**src/rtl/tiny16_runctl_if.sv**
```systemverilog
// Control/status bundle between tiny16_runctl and its core/host side.
// The controller uses the slave view; the core side uses the master view.
interface tiny16_runctl_if #(
  parameter int unsigned CNT_W = 16
);
  logic             start;
  logic             halt;
  logic [7:0]       out_data;
  logic             cpu_rst;
  logic             cpu_en;
  logic             busy;
  logic             done;
  logic             timeout;
  logic [CNT_W-1:0] cycles;
  logic [15:0]      out_count;
  logic [15:0]      sig;

  modport master (
    output start, halt, out_data,
    input  cpu_rst, cpu_en, busy, done, timeout, cycles, out_count, sig
  );

  modport slave (
    input  start, halt, out_data,
    output cpu_rst, cpu_en, busy, done, timeout, cycles, out_count, sig
  );
endinterface

```
**src/rtl/tiny16_runctl.sv**
```systemverilog
// Run controller for the tiny16 core: core reset sequencing, bounded run window,
// halt/budget stop and a 16-bit signature of OUT port activity.
module tiny16_runctl #(
  parameter int unsigned RST_CYCLES = 4,
  parameter int unsigned RUN_CYCLES = 2048,
  parameter int unsigned CNT_W      = 16,
  parameter bit          AUTO_START = 1'b1
) (
  input  logic           clk_i,
  input  logic           rst_i,
  tiny16_runctl_if.slave bus
);

  localparam int unsigned RcW = (RST_CYCLES > 1) ? $clog2(RST_CYCLES) : 1;
  localparam int unsigned BW  = (RUN_CYCLES > 1) ? $clog2(RUN_CYCLES + 1) : 1;
  localparam logic [RcW-1:0] RstLast    = RcW'(RST_CYCLES - 1);
  localparam logic [BW-1:0]  BudgetLast = BW'(RUN_CYCLES - 1);

  typedef enum logic [1:0] {StIdle, StReset, StRun, StDone} state_e;

  state_e           state_q, state_d;
  logic [RcW-1:0]   rcnt_q;
  logic [BW-1:0]    bcnt_q;
  logic [CNT_W-1:0] cycles_q;
  logic [15:0]      out_count_q;
  logic [15:0]      sig_q;
  logic [7:0]       prev_q;
  logic             timeout_q;
  logic             auto_pend_q;
  logic             rst_d1_q;

  logic        auto_go;
  logic        budget_hit;
  logic        enter_reset;
  logic        out_changed;
  logic [15:0] sig_step;

  // Autostart waits one full idle cycle after reset release.
  assign auto_go     = auto_pend_q && !rst_d1_q;
  assign budget_hit  = (RUN_CYCLES != 0) && (bcnt_q == BudgetLast);
  assign enter_reset = (state_q != StReset) && (state_d == StReset);
  assign out_changed = (bus.out_data != prev_q);
  assign sig_step    = {sig_q[14:0], 1'b0} ^ (sig_q[15] ? 16'h1021 : 16'h0000)
                       ^ {8'h00, bus.out_data};

  always_ff @(posedge clk_i) begin
    if (rst_i) begin
      state_q <= StIdle;
    end else begin
      state_q <= state_d;
    end
  end

  always_comb begin
    state_d = state_q;
    unique case (state_q)
      StIdle:  if (bus.start || auto_go) state_d = StReset;
      StReset: if (rcnt_q == RstLast) state_d = StRun;
      StRun:   if (bus.halt || budget_hit) state_d = StDone;
      StDone:  if (bus.start) state_d = StReset;
      default: state_d = StIdle;
    endcase
  end

  always_comb begin
    bus.cpu_rst = 1'b0;
    bus.cpu_en  = 1'b0;
    bus.busy    = 1'b0;
    bus.done    = 1'b0;
    unique case (state_q)
      StIdle:  bus.cpu_rst = 1'b1;
      StReset: begin
        bus.cpu_rst = 1'b1;
        bus.busy    = 1'b1;
      end
      StRun: begin
        bus.cpu_en = 1'b1;
        bus.busy   = 1'b1;
      end
      StDone:  bus.done = 1'b1;
      default: bus.cpu_rst = 1'b1;
    endcase
  end

  assign bus.timeout   = timeout_q;
  assign bus.cycles    = cycles_q;
  assign bus.out_count = out_count_q;
  assign bus.sig       = sig_q;

  always_ff @(posedge clk_i) begin
    if (rst_i) begin
      rcnt_q      <= '0;
      bcnt_q      <= '0;
      cycles_q    <= '0;
      out_count_q <= '0;
      sig_q       <= '0;
      prev_q      <= '0;
      timeout_q   <= 1'b0;
      auto_pend_q <= AUTO_START;
      rst_d1_q    <= 1'b1;
    end else begin
      rst_d1_q <= 1'b0;
      if (state_d != StIdle) auto_pend_q <= 1'b0;
      if (enter_reset) begin
        rcnt_q      <= '0;
        bcnt_q      <= '0;
        cycles_q    <= '0;
        out_count_q <= '0;
        sig_q       <= '0;
        prev_q      <= '0;
        timeout_q   <= 1'b0;
      end else if (state_q == StReset) begin
        rcnt_q <= rcnt_q + 1'b1;
      end else if (state_q == StRun) begin
        bcnt_q <= bcnt_q + 1'b1;
        if (cycles_q != '1) cycles_q <= cycles_q + 1'b1;
        if (out_changed) begin
          sig_q  <= sig_step;
          prev_q <= bus.out_data;
          if (out_count_q != '1) out_count_q <= out_count_q + 1'b1;
        end
        // Halt takes priority over budget expiry on the same cycle.
        if (state_d == StDone) timeout_q <= ~bus.halt;
      end
    end
  end

endmodule

```
**src/flat_wrapper.sv**
```systemverilog
// flat-port wrapper written by rule: the top's interface ports become plain ports
module tiny16_runctl_flat 
#(
  parameter int unsigned RST_CYCLES = 4,
  parameter int unsigned RUN_CYCLES = 2048,
  parameter int unsigned CNT_W      = 16,
  parameter bit          AUTO_START = 1'b1
)
  (clk_i, rst_i, bus_start, bus_halt, bus_out_data, bus_cpu_rst, bus_cpu_en, bus_busy, bus_done, bus_timeout, bus_cycles, bus_out_count, bus_sig);
  tiny16_runctl_if #(.CNT_W(CNT_W)) bus_i ();
  input  logic clk_i;
  input  logic rst_i;
  input wire logic [$bits(bus_i.start)-1:0] bus_start;
  input wire logic [$bits(bus_i.halt)-1:0] bus_halt;
  input wire logic [$bits(bus_i.out_data)-1:0] bus_out_data;
  output wire logic [$bits(bus_i.cpu_rst)-1:0] bus_cpu_rst;
  output wire logic [$bits(bus_i.cpu_en)-1:0] bus_cpu_en;
  output wire logic [$bits(bus_i.busy)-1:0] bus_busy;
  output wire logic [$bits(bus_i.done)-1:0] bus_done;
  output wire logic [$bits(bus_i.timeout)-1:0] bus_timeout;
  output wire logic [$bits(bus_i.cycles)-1:0] bus_cycles;
  output wire logic [$bits(bus_i.out_count)-1:0] bus_out_count;
  output wire logic [$bits(bus_i.sig)-1:0] bus_sig;
  assign bus_i.start = bus_start;
  assign bus_i.halt = bus_halt;
  assign bus_i.out_data = bus_out_data;
  assign bus_cpu_rst = bus_i.cpu_rst;
  assign bus_cpu_en = bus_i.cpu_en;
  assign bus_busy = bus_i.busy;
  assign bus_done = bus_i.done;
  assign bus_timeout = bus_i.timeout;
  assign bus_cycles = bus_i.cycles;
  assign bus_out_count = bus_i.out_count;
  assign bus_sig = bus_i.sig;
  tiny16_runctl #(.RST_CYCLES(RST_CYCLES), .RUN_CYCLES(RUN_CYCLES), .CNT_W(CNT_W), .AUTO_START(AUTO_START)) u_core (.clk_i(clk_i), .rst_i(rst_i), .bus(bus_i));
endmodule
```
**config.mk**
```make
export PLATFORM = sky130hd
export DESIGN_NAME = tiny16_runctl_flat
export DESIGN_NICKNAME = d
export VERILOG_FILES = /design/src/rtl/tiny16_runctl_if.sv /design/src/rtl/tiny16_runctl.sv /design/src/flat_wrapper.sv
export SDC_FILE = /design/constraint.sdc
export NUM_CORES = 1
export LEC_CHECK = 0
export BUFFER_PORTS_ARGS = -buffer_cell sky130_fd_sc_hd__buf_2
export CAP_MARGIN = 20
export CORE_MARGIN = 5
export CORE_UTILIZATION = 56
export DETAILED_ROUTE_END_ITERATION = 7
export PLACE_DENSITY = 0.79
export SKIP_LAST_GASP = 1
export SYNTH_ARGS = -nofsm -noshare
export SYNTH_HDL_FRONTEND = slang
export SYNTH_SLANG_ARGS = --single-unit
```
**constraint.sdc**
```tcl
create_clock -name clk_i -period 2.5 [get_ports clk_i]
set_clock_uncertainty 0.1 [all_clocks]
set_input_delay 0.25 -clock clk_i [delete_from_list [all_inputs] [get_ports clk_i]]
set_output_delay 0.25 -clock clk_i [all_outputs]
set_load 0.02 [all_outputs]
```
## Word-level counts from Yosys, hierarchy flattened

Cells that the tools add are included.

- Register bits after elaboration: 75
- Latch bits: 0
- Memory bits (writable): 0
- Memory bits (read-only): 0
- Input bits: 12
- Output and inout port bits: 53
- Memories kept: 0

- Add/sub/neg operators: 4
- Multiply operators: 0
- Div/mod/pow operators: 0
- Order comparisons: 0
- Eq/ne operators: 11
- Shifts and indexed selects: 0
- Multiplexer cells: 11
- Bitwise operators: 4
- Reductions and logical operators: 15

Operators by type and width:

| cell | number |
|---|---|
| $add A16 B1 Y16 const B | 2 |
| $ne A16 B16 Y1 const B | 2 |
| $xor A16 B16 Y16 | 1 |
| $xor A16 B8 Y16 | 1 |
| $mux W13 | 1 |
| $add A12 B1 Y12 const B | 1 |
| $eq A12 B11 Y1 const B | 1 |
| $reduce_and A3 Y1 | 3 |
| $eq A2 B2 Y1 const B | 4 |
| $mux W2 | 4 |
| $ne A8 B8 Y1 | 1 |
| $pmux W2 S4 | 1 |
| $reduce_or A2 Y1 | 3 |
| $mux W1 | 5 |
| $eq A2 B1 Y1 const B | 2 |
| $reduce_and A4 Y1 | 1 |
| $add A2 B1 Y2 const B | 1 |
| $logic_and A1 B1 Y1 | 2 |
| $logic_not A2 Y1 | 1 |
| $logic_or A1 B1 Y1 | 2 |
| $ne A2 B1 Y1 const B | 1 |
| $not A1 Y1 | 2 |
| $reduce_and A2 Y1 | 1 |
| $reduce_bool A2 Y1 | 1 |
| $logic_not A1 Y1 | 1 |

## Depth between registers and ports, before layout

- Depth in word-level cells: 8
- Depth in mapped cells: 9
- Mapped depth without buffers: 7

## Least setup slack after synthesis

No wires, ideal clock.

- Path type: register -> register
- Start point: reg u_core.state_q[0]
- End point: reg u_core.cycles_q[5], in the netlist u_core.bus.cycles[5]
- Library setup time: 0.116 ns
- Arrival: 2.131 ns
- Required time: 2.284 ns
- Path slack: 0.152 ns
- Cell stages (with the launch flop): 10
- Cell sequence: dfxtp_1 -> inv_1 -> ha_1 -> buf_2 -> nand4_2 -> nor4_4 -> o21ai_2 -> o31ai_4 -> buf_6 -> nor3_2

- Cells in the longest elaborated chain, start to end: 5
- Elaborated cells on any way between the ends: 15

RTL lines:

| item | RTL line | source |
|---|---|---|
| start: declaration | tiny16_runctl.sv:21 | `state_e state_q, state_d;` |
| start signal: assignment | tiny16_runctl.sv:48 | `state_q <= StIdle;` |
| start signal: assignment | tiny16_runctl.sv:50 | `state_q <= state_d;` |
| $eq A2 B2 Y1 (tied with other cells) | tiny16_runctl.sv:56 | `unique case (state_q)` |
| $pmux W2 S4 | tiny16_runctl.sv:56 |  |
| $eq A2 B1 Y1 | tiny16_runctl.sv:41 | `assign enter_reset = (state_q != StReset) && (state_d == StReset);` |
| $logic_and A1 B1 Y1 | tiny16_runctl.sv:41 |  |
| $reduce_or A2 Y1 (no source line) | n/a |  |
| end signal: assignment | tiny16_runctl.sv:116 | `if (cycles_q != '1) cycles_q <= cycles_q + 1'b1;` |
| end: declaration | tiny16_runctl.sv:24 | `logic [CNT_W-1:0] cycles_q;` |

Several ways; a longest one is shown, not always the timed one.
A chain may end at the register's enable or synchronous reset.

## Worst setup path after layout

- Start point: reg u_core.state_q[1]
- End point: reg u_core.sig_q[5], in the netlist u_core.bus.sig[5]

- Cells in the longest elaborated chain, start to end: 5
- Elaborated cells on any way between the ends: 15

RTL lines:

| item | RTL line | source |
|---|---|---|
| $eq A2 B2 Y1 (tied with other cells) | tiny16_runctl.sv:56 |  |
| $pmux W2 S4 | tiny16_runctl.sv:56 |  |
| $eq A2 B1 Y1 | tiny16_runctl.sv:41 |  |
| $logic_and A1 B1 Y1 | tiny16_runctl.sv:41 |  |
| $reduce_or A2 Y1 (no source line) | n/a |  |
| end signal: assignment | tiny16_runctl.sv:118 | `sig_q <= sig_step;` |
| end: declaration | tiny16_runctl.sv:26 | `logic [15:0] sig_q;` |

Several ways; a longest one is shown, not always the timed one.

==> qor.csv <==
stage;metric;value;unit
status;status;completed;
setup_path;max_stage_delay;0.42;ns
place;routabilityCongestion;0.825;
clock_network;ctsLongestPathBuffers;2;
logic_synthesis;avgSynthCellArea;9.47;um2
layout;finalNetCount;482;
global_route;grt_use_total;18.7;%
hold_path;min_path_type;in2reg;
sta;finalHoldViolations;0;
layout;multi_input_comb_area;0.00207;mm2
layout;num_antenna_cells;0;
clock_network;cts_max_level;3;
hold_path;hold_depth;3;
clock_network;clk_pin_slew_worst_paths;0.07;ns
pwr;ir_drop;0.000358;V
sta;fmaxAchievable;422;MHz
job;maxCapViolations;0;
global_route;grt_pass1_vias;2977;
floorplan;io_pins;65;
place;post-place-ws;0.0875;ns
setup_path;worst_ep_required_time;2.62;ns
global_route;grt_first_pass_wirelength;13.1;mm
setup_path;crit_arrival;2.48;ns
logic_synthesis;ys_ff_latch;75;
route;drt_pass1_iterations;5;
sta;min_period;2.37;ns
setup_path;worstSetupPathType;reg2reg;
sta;slew_headroom;53.6;%
layout;syn_to_final_growth;14.2;%
logic_synthesis;ys_warn_count;0;
global_route;gr-total-overflow;0;
logic_synthesis;syn_nets;420;
floorplan;coreArea;0.00668;mm2
logic_synthesis;synth-edff-count;0;
logic_synthesis;ys_top_cells_by_count;dfxtp_1, nor2_1, xnor2_1;
logic_synthesis;synth_flop_cell;dfxtp_1;
setup_path;cp_cell_sequence;inv_1 -> ha_1 -> or2_1 -> o31a_1 -> o31ai_4 -> buf_4 -> nor2_1;
route;final_antenna_net_count;0;
setup_path;crit_slowest_cell;dfxtp_1;
route;viasPerCell;5.61;
sta;setup_viol;0;
logic_synthesis;synthCells;400;
clock_network;numCtsBuffers;9;
global_route;grt_max_degree;42;
clock_network;clkSinkCount;75;
sta;fin_setup_tns;0;ns
route;routedWlPerCell;14.1;um
route;drc_errors;0;
logic_synthesis;yosysMostFrequentCell;dfxtp_1;
sta;final_max_slew_viol_count;0;
place;hpwl;5.53;mm
clock_network;postCtsSetupBuffers;0;
layout;final_layout_size_suffix_gt1_share;27.0;%
layout;seq_area;0.00150;mm2
route;routed_wl;7.74;mm
logic_synthesis;ys_seq_area_share;39.6;%
floorplan;rows;30;
layout;nFillCells;567;
logic_synthesis;synth_top_area_share;39.6;%
floorplan;initial_utilization;56.7;%
sta;rsz0062_at_grt;no;
sta;setup_ws;0.133;ns
logic_synthesis;ys_async_sr_fraction;0;%
setup_path;start_kind;flop;
place;port_buffers;64;
route;vias;3071;
clock_network;clock_latency;0.33;ns
setup_path;cp-end-kind;flop;
clock_network;cts-root-buf;clkbuf_8;
sta;min_period_over_period;94.7;%
setup_path;cp_max_fo;30;
pwr;p_leak;1.63;nW
logic_synthesis;synth_area;0.00379;mm2
logic_synthesis;synth_cell_type_count;57;
floorplan;fp.dieW;92.3;um
clock_network;cts_tree;done;
logic_synthesis;ys_top_cells_by_area;dfxtp_1, xnor2_1, nor2_1;
logic_synthesis;synth_area_leader_cell;dfxtp_1;
route;drt_iter0_drc;113;
floorplan;die_y;92.3;um
floorplan;dieArea;0.00851;mm2
pwr;p_per_area;532;mW/mm2
setup_path;reg2regPathDepth;7;
sta;max_slew.worst_pin.slew;0.685;ns
global_route;antenna_found_initial;0;
## critical path: cells and delay by family, from the launching register on
| family | cells | cell delay (ns) |
|---|---|---|
| AO/OA/AOI/OAI | 2 | 0.56 |
| adder cells (fa/ha/maj) | 1 | 0.29 |
| flip-flops | 1 | 0.42 |
| buffers and inverters | 2 | 0.47 |
| AND/OR/NAND/NOR | 2 | 0.40 |
## state kept, by name (all words and copies together), names as in the netlist
register	count
u_core.bus.out_count	16
u_core.bus.sig	16
u_core.rst_d1_q	1
u_core.prev_q	8
u_core.state_q	2
u_core.rcnt_q	2
u_core.bus.timeout	1
u_core.bcnt_q	12
u_core.bus.cycles	16
u_core.auto_pend_q	1
## worst paths after layout
path / startpoint / slack (ns) / endpoint
worst min-delay path: bus_out_data[7] / 0.11 / u_core.prev_q[7]
worst max register to register: u_core.state_q[1] / 0.13 / u_core.bus.sig[5]
worst min register to register: u_core.auto_pend_q / 0.38 / u_core.auto_pend_q
worst max-delay path: u_core.state_q[1] / 0.13 / u_core.bus.sig[5]
## report_power, final
part           internal [W]  switching, W
Clock              0.000515      0.000426
Sequential          0.00120    0.00000573
Combinational     0.0000511      0.000103
Total               0.00177      0.000534
## layout by cell type, fill, tap and decap left out, types with 6 or more instances in the layout
cell      count
a21oi_1      11
nor2_1       58
nor2_2        9
nand2_1      17
a211oi_2      8
buf_4         8
xor2_1       16
nor3_1        7
buf_2        64
ha_1          7
o31ai_1       9
xnor2_1      30
nand4_1      14
inv_1        10
nand3_1      14
clkbuf_8     11
mux2i_1      21
or4_1         6
dfxtp_1      75
## logic make-up after synthesis
kind of cell | share of synthesized area, %
xor gates and xnor gates | 10.6
buffers and inverters | 6.44
AOI/OAI and AO/OA | 10.8
DFF | 39.6
adders and majority gates | 2.64
muxes | 5.55
and+or+nand+nor | 24.3
## what timing repair did
item | CTS | global route
hold endpoints to repair | 2 | 0
endpoints found under the setup margin | 0 | 34
resized for setup | 0 | 5
hold buffers | 1 | 0
## cell type report
type                    count  area share, %
inverters                  10          0.867
clock inverters             4           1.13
clock buffers              12           3.58
well taps                  80           2.31
repair buffers             74           9.48
flip-flops and latches     75           34.7
multi-input cells         292           47.9
## per-stage QoR
step	power, W	utilization [%]	hold slack (ns)	std cells	cell area [um2]
2_1_floorplan	0.00136	-	0.178	400	3790
4_1_cts	0.00234	64.4	0.0992	547	4300
6_report	0.00230	64.8	0.115	547	4330
5_1_grt	0.00240	64.8	0.113	547	4330
3_5_place_dp	0.00139	61.2	0.306	530	4090
3_3_place_gp	0.00138	61.2	0.307	530	4090
## routing by layer
metal / GRT usage (%) / vias to the layer above / wire length (um)
li1: - / 1536 / -
met1: 21.5 / 1439 / 3410
met2: 33.6 / 85 / 3920
met3: 4.59 / 11 / 344
met4: 6.68 / 0 / 68
met5: 0 / - / 0
Note: power is estimated with default switching activity, not from simulation.
